--- config.mk ---
export PLATFORM = sky130hd
export DESIGN_NAME = pixel_fork
export DESIGN_NICKNAME = d
export VERILOG_FILES = /design/src/rtl/motion_detect_pkg.sv /design/src/rtl/fork_slot.sv /design/src/rtl/pixel_fork.sv
export SDC_FILE = /design/constraint.sdc
export NUM_CORES = 1
export LEC_CHECK = 0
export BUFFER_PORTS_ARGS = -buffer_cell sky130_fd_sc_hd__clkbuf_2
export CAP_MARGIN = 10
export CORE_ASPECT_RATIO = 0.8
export CORE_UTILIZATION = 35
export CTS_CLUSTER_DIAMETER = 80
export DETAILED_ROUTE_END_ITERATION = 10
export PLACE_DENSITY_LB_ADDON = 0.3
export SLEW_MARGIN = 40
export SYNTH_ARGS = -nofsm -noshare
export SYNTH_HDL_FRONTEND = slang
export SYNTH_HIERARCHICAL = 1
export SYNTH_SLANG_ARGS = --single-unit
--- constraint.sdc ---
create_clock -name clock -period 1.9 [get_ports clock]
set_clock_uncertainty 0.2 [all_clocks]
set_input_delay 0.285 -clock clock [delete_from_list [all_inputs] [get_ports clock]]
set_output_delay 0.285 -clock clock [all_outputs]
set_load 0.005 [all_outputs]
--- src/rtl/motion_detect_pkg.sv ---
// rtl/motion_detect_pkg.sv - shared pixel types and default frame geometry for the motion-detect pipeline
package motion_detect_pkg;

  localparam int PIXEL_W        = 24;
  localparam int GRAY_W         = 8;
  localparam int DEFAULT_WIDTH  = 768;
  localparam int DEFAULT_HEIGHT = 576;

  typedef logic [PIXEL_W-1:0] pixel_t;
  typedef logic [GRAY_W-1:0]  gray_t;

  // Counter width for a 0..n-1 range; a single-value range still needs one bit.
  function automatic int cnt_width(input int n);
    return (n > 1) ? $clog2(n) : 1;
  endfunction

endpackage

--- src/rtl/fork_slot.sv ---
// rtl/fork_slot.sv - one-entry holding slot between the fork and one downstream FIFO
module fork_slot
  import motion_detect_pkg::*;
(
  input  logic   clock,
  input  logic   reset,
  input  logic   load,
  input  pixel_t load_data,
  input  logic   full,
  output logic   wr_en,
  output pixel_t din,
  output logic   can_accept
);

  logic   valid;
  pixel_t data;

  always_ff @(posedge clock) begin
    if (reset) begin
      valid <= 1'b0;
      data  <= '0;
    end else if (load) begin
      valid <= 1'b1;
      data  <= load_data;
    end else if (wr_en) begin
      valid <= 1'b0;
    end
  end

  // A slot being emptied this cycle can take a new pixel on the same edge.
  assign wr_en      = valid & ~full;
  assign din        = data;
  assign can_accept = ~valid | wr_en;

endmodule

--- src/rtl/pixel_fork.sv ---
// rtl/pixel_fork.sv - duplicates input FIFO pixels into grayscale and highlight branch FIFOs
// Optional raster position tracking and frame_done under PIXEL_FORK_POS_EN.
module pixel_fork
  import motion_detect_pkg::*;
#(
  parameter int WIDTH  = DEFAULT_WIDTH,
  parameter int HEIGHT = DEFAULT_HEIGHT
) (
  input  logic   clock,
  input  logic   reset,
  input  logic   in_empty,
  input  pixel_t in_dout,
  output logic   in_rd_en,
  input  logic   gs_full,
  output logic   gs_wr_en,
  output pixel_t gs_din,
  input  logic   hl_full,
  output logic   hl_wr_en,
  output pixel_t hl_din
`ifdef PIXEL_FORK_POS_EN
  ,
  output logic   frame_done
`endif
);

  logic gs_can_accept;
  logic hl_can_accept;

  if (WIDTH < 1 || HEIGHT < 1) begin : g_bad_geometry
    $error("pixel_fork: WIDTH and HEIGHT must be at least 1");
  end

  // Popping during reset would lose the pixel because the slots ignore load.
  assign in_rd_en = ~reset & ~in_empty & gs_can_accept & hl_can_accept;

  fork_slot u_gs_slot (
    .clock      (clock),
    .reset      (reset),
    .load       (in_rd_en),
    .load_data  (in_dout),
    .full       (gs_full),
    .wr_en      (gs_wr_en),
    .din        (gs_din),
    .can_accept (gs_can_accept)
  );

  fork_slot u_hl_slot (
    .clock      (clock),
    .reset      (reset),
    .load       (in_rd_en),
    .load_data  (in_dout),
    .full       (hl_full),
    .wr_en      (hl_wr_en),
    .din        (hl_din),
    .can_accept (hl_can_accept)
  );

`ifdef PIXEL_FORK_POS_EN
  localparam int COL_W = cnt_width(WIDTH);
  localparam int ROW_W = cnt_width(HEIGHT);
  localparam logic [COL_W-1:0] COL_LAST = COL_W'(WIDTH - 1);
  localparam logic [ROW_W-1:0] ROW_LAST = ROW_W'(HEIGHT - 1);

  logic [COL_W-1:0] col;
  logic [ROW_W-1:0] row;
  logic             last_col;
  logic             last_row;

  assign last_col = (col == COL_LAST);
  assign last_row = (row == ROW_LAST);

  always_ff @(posedge clock) begin
    if (reset) begin
      col        <= '0;
      row        <= '0;
      frame_done <= 1'b0;
    end else begin
      frame_done <= in_rd_en & last_col & last_row;
      if (in_rd_en) begin
        if (last_col) begin
          col <= '0;
          row <= last_row ? '0 : row + ROW_W'(1);
        end else begin
          col <= col + COL_W'(1);
        end
      end
    end
  end
`endif

endmodule

Word-level counts from Yosys, hierarchy flattened
Cells that the tools add are included.

Flip-flop bits (word level): 26. Bits of input ports: 29. Output and inout bits: 51. Word-level logic and storage cells: 22.

Mux-type cells: 4. Bitwise gates (word level): 13. Reduce and logical (&&, ||, !) cells: 2.

Operators with widths (count): 1-bit NOT (6); 1-bit bitwise AND (5); 1-bit two-way mux (4); 2-bit nonzero test (2); 1-bit OR (2).

Logic depth before layout (Yosys ltp)
Gate-level depths: netlist of run 1.

Depth in word-level cells: 6. Mapped depth: 6. Mapped depth without buffers: 4.

Modules after synthesis
The synthesis of run 1 kept the hierarchy.

By module, submodules not included: fork_slot (times used 2, cells each 83, area an instance 914.6 um^2, seq. area each 500.5 um^2); pixel_fork (times used 1, cells each 1, area an instance 12.5 um^2, seq. area each 0.0 um^2).

Worst setup path after synthesis of run 1
No wires, ideal clock.

Path type: input to register. From: in reset. To: reg u_gs_slot.data[8] (netlist: u_gs_slot/din[8]). Setup time: 0.128 ns. Arrival time: 1.124 ns. Required time: 1.572 ns. Slack: 0.449 ns. Stages: 5. Path buffers: 2. Cells stage by stage: and4bb_2 > buf_6 > buf_12 > mux2i_1 > nor2_1.

Longest elaborated chain between the ends: 4.

RTL lines: start: declaration (RTL line pixel_fork.sv:10) `input logic reset,`; 1-bit NOT (RTL line pixel_fork.sv:34) `assign in_rd_en = ~reset & ~in_empty & gs_can_accept & hl_can_accept;`; 1-bit bitwise AND (3 in a row) (RTL line pixel_fork.sv:34); end signal: assignment (RTL line fork_slot.sv:24) `data <= load_data;`; end: declaration (RTL line fork_slot.sv:16) `pixel_t data;`.

Several ways; a longest one is shown, not always the timed one. A chain may end at the register's enable or synchronous reset.

Worst setup path in the final report of run 1
From: reg u_gs_slot.valid. To: out in_rd_en.

Longest elaborated chain between the ends: 4. Elaborated cells between the ends (all ways): 5. Those cells by class: bitwise (5).

RTL lines: start: declaration (RTL line fork_slot.sv:15) `logic valid;`; start signal: assignment (RTL line fork_slot.sv:20) `valid <= 1'b0;`; start signal: assignment (RTL line fork_slot.sv:23) `valid <= 1'b1;`; start signal: assignment (RTL line fork_slot.sv:26) `valid <= 1'b0;`; 1-bit bitwise AND / 1-bit NOT (equally long branches) (RTL line fork_slot.sv:31, fork_slot.sv:33); 1-bit OR * (RTL line fork_slot.sv:33) `assign can_accept = ~valid | wr_en;`; via gs_can_accept (RTL line pixel_fork.sv:26) `logic gs_can_accept;`; 1-bit bitwise AND * (2 in a row) (RTL line pixel_fork.sv:34); end: declaration (RTL line pixel_fork.sv:13) `output logic in_rd_en,`.

The timed path passes the listed nets; every way through them passes the cells marked *.

==> flow_metrics.py, run 1 <==
metrics = {
    "sta": {
        "worstMarginPinSlew_ns": 0.4967,
        "setup_violations": 0,
        "period_share": 0.9552,
        "drv_slew": 0,
        "holdWs_ns": 0.03731,
        "final.setup.tns_ns": 0,
        "hold_violations": 0,
        "fin_crit_ns": 1.815,
        "rsz0062_at_grt": "false",
        "slew_headroom": 0.6689,
        "max_freq_mhz": 551.0,
    },
    "synth": {
        "synth_common_cells": "dfxtp_1, nor2_1, mux2i_1, buf_12, buf_2",
        "synth_seq_area_share": 0.5435,
        "synth-edff-count": 0,
        "synth-seq-cells": 50,
        "async_flop_share": 0,
        "syn_inst": 167,
        "synth_top_area_share": 0.5435,
        "synth.largest_area_cell": "dfxtp_1",
        "syn-cell-area_mm2": 0.001842,
        "synth.distinct_cells": 11,
        "yosys_warnings": 6,
        "synth_ff_type": "dfxtp_1",
        "syn_area_per_cell_um2": 11.03,
        "synth_fp_nets": 196,
        "synthTopCellsByArea": "dfxtp_1, mux2i_1, nor2_1",
    },
    "detailed_routing": {
        "drcViolationCount": 0,
        "vias": 1337,
        "wl_um": 3439,
        "drt_pass1_iterations": 4,
        "wl_per_cell_um": 11.20,
        "final_antenna_net_count": 0,
        "drt_iter0_markers": 49,
        "viasPerCell": 4.355,
    },
    "cts": {
        "cts_buffers": 5,
        "cts_buffer_depth": 2,
        "clock_latency_ns": 0.29,
        "cts_resized": 0,
        "cts_tree": "done",
        "cts_setup_buffers": 0,
        "cts_hold_buf": 0,
        "cts-root-buf": "clkbuf_8",
        "clock_sinks": 50,
        "htreeDepth": 2,
        "clkTransAtPathRegs_ns": 0.08,
    },
    "die": {
        "rows": 23,
        "pin_count": 80,
        "die_x_um": 83.11,
        "core-area_mm2": 0.005036,
        "die_h_um": 66.88,
        "start_util": 0.3657,
        "dieArea_mm2": 0.005558,
    },
    "setup_path": {
        "critPathSlowestCell": "dfxtp_1",
        "worstSetupPathType": "reg -> out",
        "worstSetupEndpointType": "primary output",
        "cpPeakStageDelay_ns": 0.33,
        "crit_chain": "nand2_1, and4bb_4, buf_12, clkbuf_2",
        "cp_max_fo": 29,
        "required_ns": 1.41,
        "timing.rr.start": "u_gs_slot/valid$_SDFFE_PP0P_",
        "crit_start": "u_gs_slot/valid$_SDFFE_PP0P_",
        "worst_setup_path_start_kind": "flop",
        "arrival_ns": 1.33,
    },
    "final_layout": {
        "fillers": 512,
        "area_delta_synth_final_pct": 27.17,
        "diodes": 0,
        "design_area_mm2": 0.002342,
        "layout-drive-gt1-share": 0.3633,
        "nets": 273,
    },
    "run": {
        "maxCapViolCount": 0,
    },
    "place": {
        "io_buffer_count": 79,
        "hpwlAfterDp_um": 2457,
        "place_area_mm2": 0.002236,
        "gp_congestion": 0.6127,
    },
    "hold_path": {
        "worstHoldPathType": "in -> reg",
        "worstHoldStart": "in_dout[1]",
    },
    "power_and_ir_drop": {
        "power_density_mw_per_mm2": 894.9,
        "p_leak_nw": 1.091,
        "vdd_drop_max_v": 0.0003727,
    },
    "run_status": {
        "status": "completed",
    },
    "global_route": {
        "grt_max_degree": 51,
        "grt_antenna_before_repair": 0,
        "grt_pass1_vias": 1242,
        "track_usage": 0.1274,
        "grt.overflow.total": 0,
        "grt_pass1_wl_um": 5526,
    },
}
[final timing paths]
kind                                     to  slack, ns  cells past startpoint
max                                in_rd_en       0.09                      4
min           u_gs_slot/din[1]$_SDFFE_PP0P_       0.04                      3
max reg2reg   u_hl_slot/din[6]$_SDFFE_PP0P_       0.38                      5
min reg2reg  u_gs_slot/din[21]$_SDFFE_PP0P_       0.30                      2
[registers in the layout (all words and copies together), names as in the netlist]
| name | cells |
|---|---|
| u_gs_slot/din | 24 |
| u_hl_slot/din | 24 |
| u_gs_slot/valid | 1 |
| u_hl_slot/valid | 1 |
[critical path, delay by kind of cell, from the launching register on]
family                 cells  cell delay [ns]
AND/OR/NAND/NOR            2             0.34
buffers and inverters      2             0.37
flip-flops                 1             0.33
[cell type report]
cell class,count,area (µm²),area share
clock buffers,7,76.32,0.03259
clock inverters,1,30.03,0.01282
multi-input cells,105,714.4,0.3050
flip-flops and latches,50,1001,0.4273
well taps,62,77.57,0.03312
repair buffers,82,442.9,0.1891
[power breakdown]
| part | switching [mW] | internal, mW | total (mW) |
|---|---|---|---|
| sequential | 0.0269 | 1.10 | 1.13 |
| combinational | 0.119 | 0.130 | 0.249 |
| clock | 0.324 | 0.394 | 0.718 |
[layer usage]
layer	part of all wire	GRT usage	up-vias
li1	-	-	699
met1	0.47	0.1567	593
met2	0.47	0.2008	38
met3	0.041	0.03841	7
met4	0.017	0.07112	0
met5	0	0	-
[stage by stage]
step	util	instances	setup slack, ns	power, mW
after detailed placement	0.4440	299	0.2886	1.407
after global placement	0.4440	299	0.2896	1.403
final	0.4651	307	0.08518	2.096
after floorplan	-	167	0.4488	1.313
after CTS	0.4651	307	0.04499	2.136
after global routing	0.4651	307	0.001733	2.204
[cells by family (layout without fill, tap and decap cells)]
family / after synthesis / in the layout / share of synthesized area
AO/OA/AOI/OAI: 2 / 2 / 0.005435
buffers and inverters: 12 / 90 / 0.07065
flip-flops: 50 / 50 / 0.5435
multiplexers: 48 / 48 / 0.2609
AND/OR/NAND/NOR: 55 / 55 / 0.1196
[placed cells by master, fill, tap and decap left out]
cell	instances
buf_12	2
clkbuf_8	5
dfxtp_1	50
nor2b_1	2
nor2_1	50
a21oi_1	2
nand2_1	2
clkbuf_2	79
buf_4	1
clkbuf_1	2
and4bb_4	1
bufinv_16	1
mux2i_1	48
Power figures use the tool's default switching activity.
==> run 2: changes to the inputs <==
--- a/config.mk
+++ b/config.mk
@@ -11,7 +11,8 @@
 export CORE_UTILIZATION = 35
 export CTS_CLUSTER_DIAMETER = 80
 export DETAILED_ROUTE_END_ITERATION = 10
-export PLACE_DENSITY_LB_ADDON = 0.3
+export PLACE_DENSITY = 0.72
+export RECOVER_POWER = 100
 export SLEW_MARGIN = 40
 export SYNTH_ARGS = -nofsm -noshare
 export SYNTH_HDL_FRONTEND = slang
==> run 2 against run 1 <==
  * Critical path depth grew 1
  * Global-route usage fell by 0.58 points
  * Largest cell class unchanged
  * Largest power group unchanged
  * Maximum frequency is 1.3% higher
  * Worst setup slack improved by 0.024 ns
  * Via count increased by 4.0%
  * Final cell count is the same
==> flow_metrics.py, run 2 (synthesized netlist as in run 1, its figures left out) <==
metrics = {
    "run_status": {
        "status": "completed",
    },
    "sta": {
        "fin_crit_ns": 1.791,
        "worstMarginPinSlew_ns": 0.5932,
        "hold_violations": 0,
        "slew_headroom": 0.6045,
        "final.setup.tns_ns": 0,
        "drv_slew": 0,
        "rsz0062_at_grt": "false",
        "period_share": 0.9426,
        "max_freq_mhz": 558.4,
        "setup_violations": 0,
    },
    "cts": {
        "cts_buffers": 5,
        "cts_setup_buffers": 0,
        "htreeDepth": 2,
        "clkTransAtPathRegs_ns": 0.09,
        "clock_sinks": 50,
        "cts-root-buf": "clkbuf_8",
        "cts_buffer_depth": 2,
        "clock_latency_ns": 0.29,
        "cts_tree": "done",
    },
    "final_layout": {
        "layout_commonest_cell": "clkbuf_2",
        "layout-drive-gt1-share": 0.2653,
        "nets": 273,
        "layout.cells.non_filler": 307,
        "layout_common_cells": "clkbuf_2, nor2_1, dfxtp_1",
        "diodes": 0,
        "area_delta_synth_final_pct": 23.37,
        "fillers": 517,
    },
    "place": {
        "io_buffer_count": 79,
        "hpwlAfterDp_um": 2426,
        "gp_congestion": 0.6675,
        "placed_cells": 299,
    },
    "power_and_ir_drop": {
        "p_sw_mw": 0.4992,
        "power_density_mw_per_mm2": 870.6,
        "vdd_drop_max_v": 0.0004429,
        "p_int_mw": 1.479,
        "p_leak_nw": 0.9887,
        "combPwrFrac": 0.120,
        "clockPowerShare": 0.309,
        "seq_power_share": 0.571,
        "switching_share": 0.2523,
    },
    "setup_path": {
        "cp_max_fo": 36,
        "worstSetupEndpointType": "flop",
        "worst_setup_path_start_kind": "flop",
        "worstSetupPathType": "reg -> reg",
        "required_ns": 1.87,
        "arrival_ns": 1.76,
    },
    "detailed_routing": {
        "wl_per_cell_um": 11.40,
        "final_antenna_net_count": 0,
        "drt_iter0_markers": 44,
        "drcViolationCount": 0,
        "wl_um": 3500,
        "vias": 1391,
        "drt_pass1_iterations": 4,
        "viasPerCell": 4.531,
    },
    "die": {
        "core-area_mm2": 0.005036,
        "pin_count": 80,
        "die_h_um": 66.88,
        "dieArea_mm2": 0.005558,
        "start_util": 0.3657,
        "die_x_um": 83.11,
        "rows": 23,
    },
    "global_route": {
        "track_usage": 0.1215,
        "grt_max_degree": 51,
        "grt_pass1_vias": 1231,
        "grt_pass1_wl_um": 5340,
        "grt.overflow.total": 0,
        "grt_antenna_before_repair": 0,
    },
    "run": {
        "maxCapViolCount": 0,
    },
    "hold_path": {
        "worstHoldPathType": "in -> reg",
    },
}
run 2: changes by cell type in the layout (fill, tap and decap cells not counted), sizes merged:
cell,change
bufinv,-1
clkbuf,-2
clkinv,+2
clkinvlp,+1
run 2: power groups by stage:
stage	logic [mW]	clock network, mW	registers [mW]
after floorplan	0.157	0	1.16
after global placement	0.244	0	1.15
after detailed placement	0.250	0	1.15
after CTS	0.250	0.642	1.13
after global routing	0.263	0.679	1.14
final	0.237	0.612	1.13
run 2: per-layer routing:
layer	global-route usage	part of all wire	vias up
met5	0	0	-
met4	0.05819	0.011	0
met3	0.04089	0.058	5
met2	0.2100	0.49	42
met1	0.1366	0.44	643
li1	-	-	701
run 2: final cells by class:
type,instances,area (µm²),share of cell area
multi-input cells,105,714.4,0.3144
well taps,62,77.57,0.03414
clock inverters,3,21.27,0.009361
clock buffers,5,68.82,0.03029
flip-flops and latches,50,1001,0.4405
repair buffers,82,389.1,0.1713
run 2: repair_timing:
item | in CTS | in global routing
endpoints found under the setup margin | 0 | 1
hold buffers | 0 | 0
endpoints found under the hold margin | 0 | 0
gates resized for setup | 0 | 1
run 2: stage by stage:
step	hold WS (ns)	setup slack [ns]	area (µm²)	utilization	power [mW]
final	0.03220	0.1091	2272	0.4512	1.978
after global routing	0.02470	0.01149	2272	0.4512	2.078
after CTS	0.02350	0.03038	2313	0.4594	2.021
after detailed placement	0.2792	0.2555	2223	0.4415	1.403
after global placement	0.2707	0.2829	2223	0.4415	1.396
after floorplan	0.2272	0.4488	1842	-	1.313
run 2: critical path: stages (launching register included):
cell and delay [ns]:
dfxtp_1 0.33, nand2_1 0.06, and4bb_4 0.24, buf_4 0.48
mux2i_1 0.25, nor2_1 0.06
run 2: path summary, 6_finish.rpt:
path / from / end / slack [ns] / cells past startpoint
setup / recovery: u_hl_slot/valid$_SDFFE_PP0P_ / u_gs_slot/din[2]$_SDFFE_PP0P_ / 0.11 / 5
hold / removal: in_dout[23] / u_gs_slot/din[23]$_SDFFE_PP0P_ / 0.03 / 3
setup reg to reg: u_hl_slot/valid$_SDFFE_PP0P_ / u_gs_slot/din[2]$_SDFFE_PP0P_ / 0.11 / 5
hold reg to reg: u_gs_slot/din[12]$_SDFFE_PP0P_ / u_gs_slot/din[12]$_SDFFE_PP0P_ / 0.30 / 2
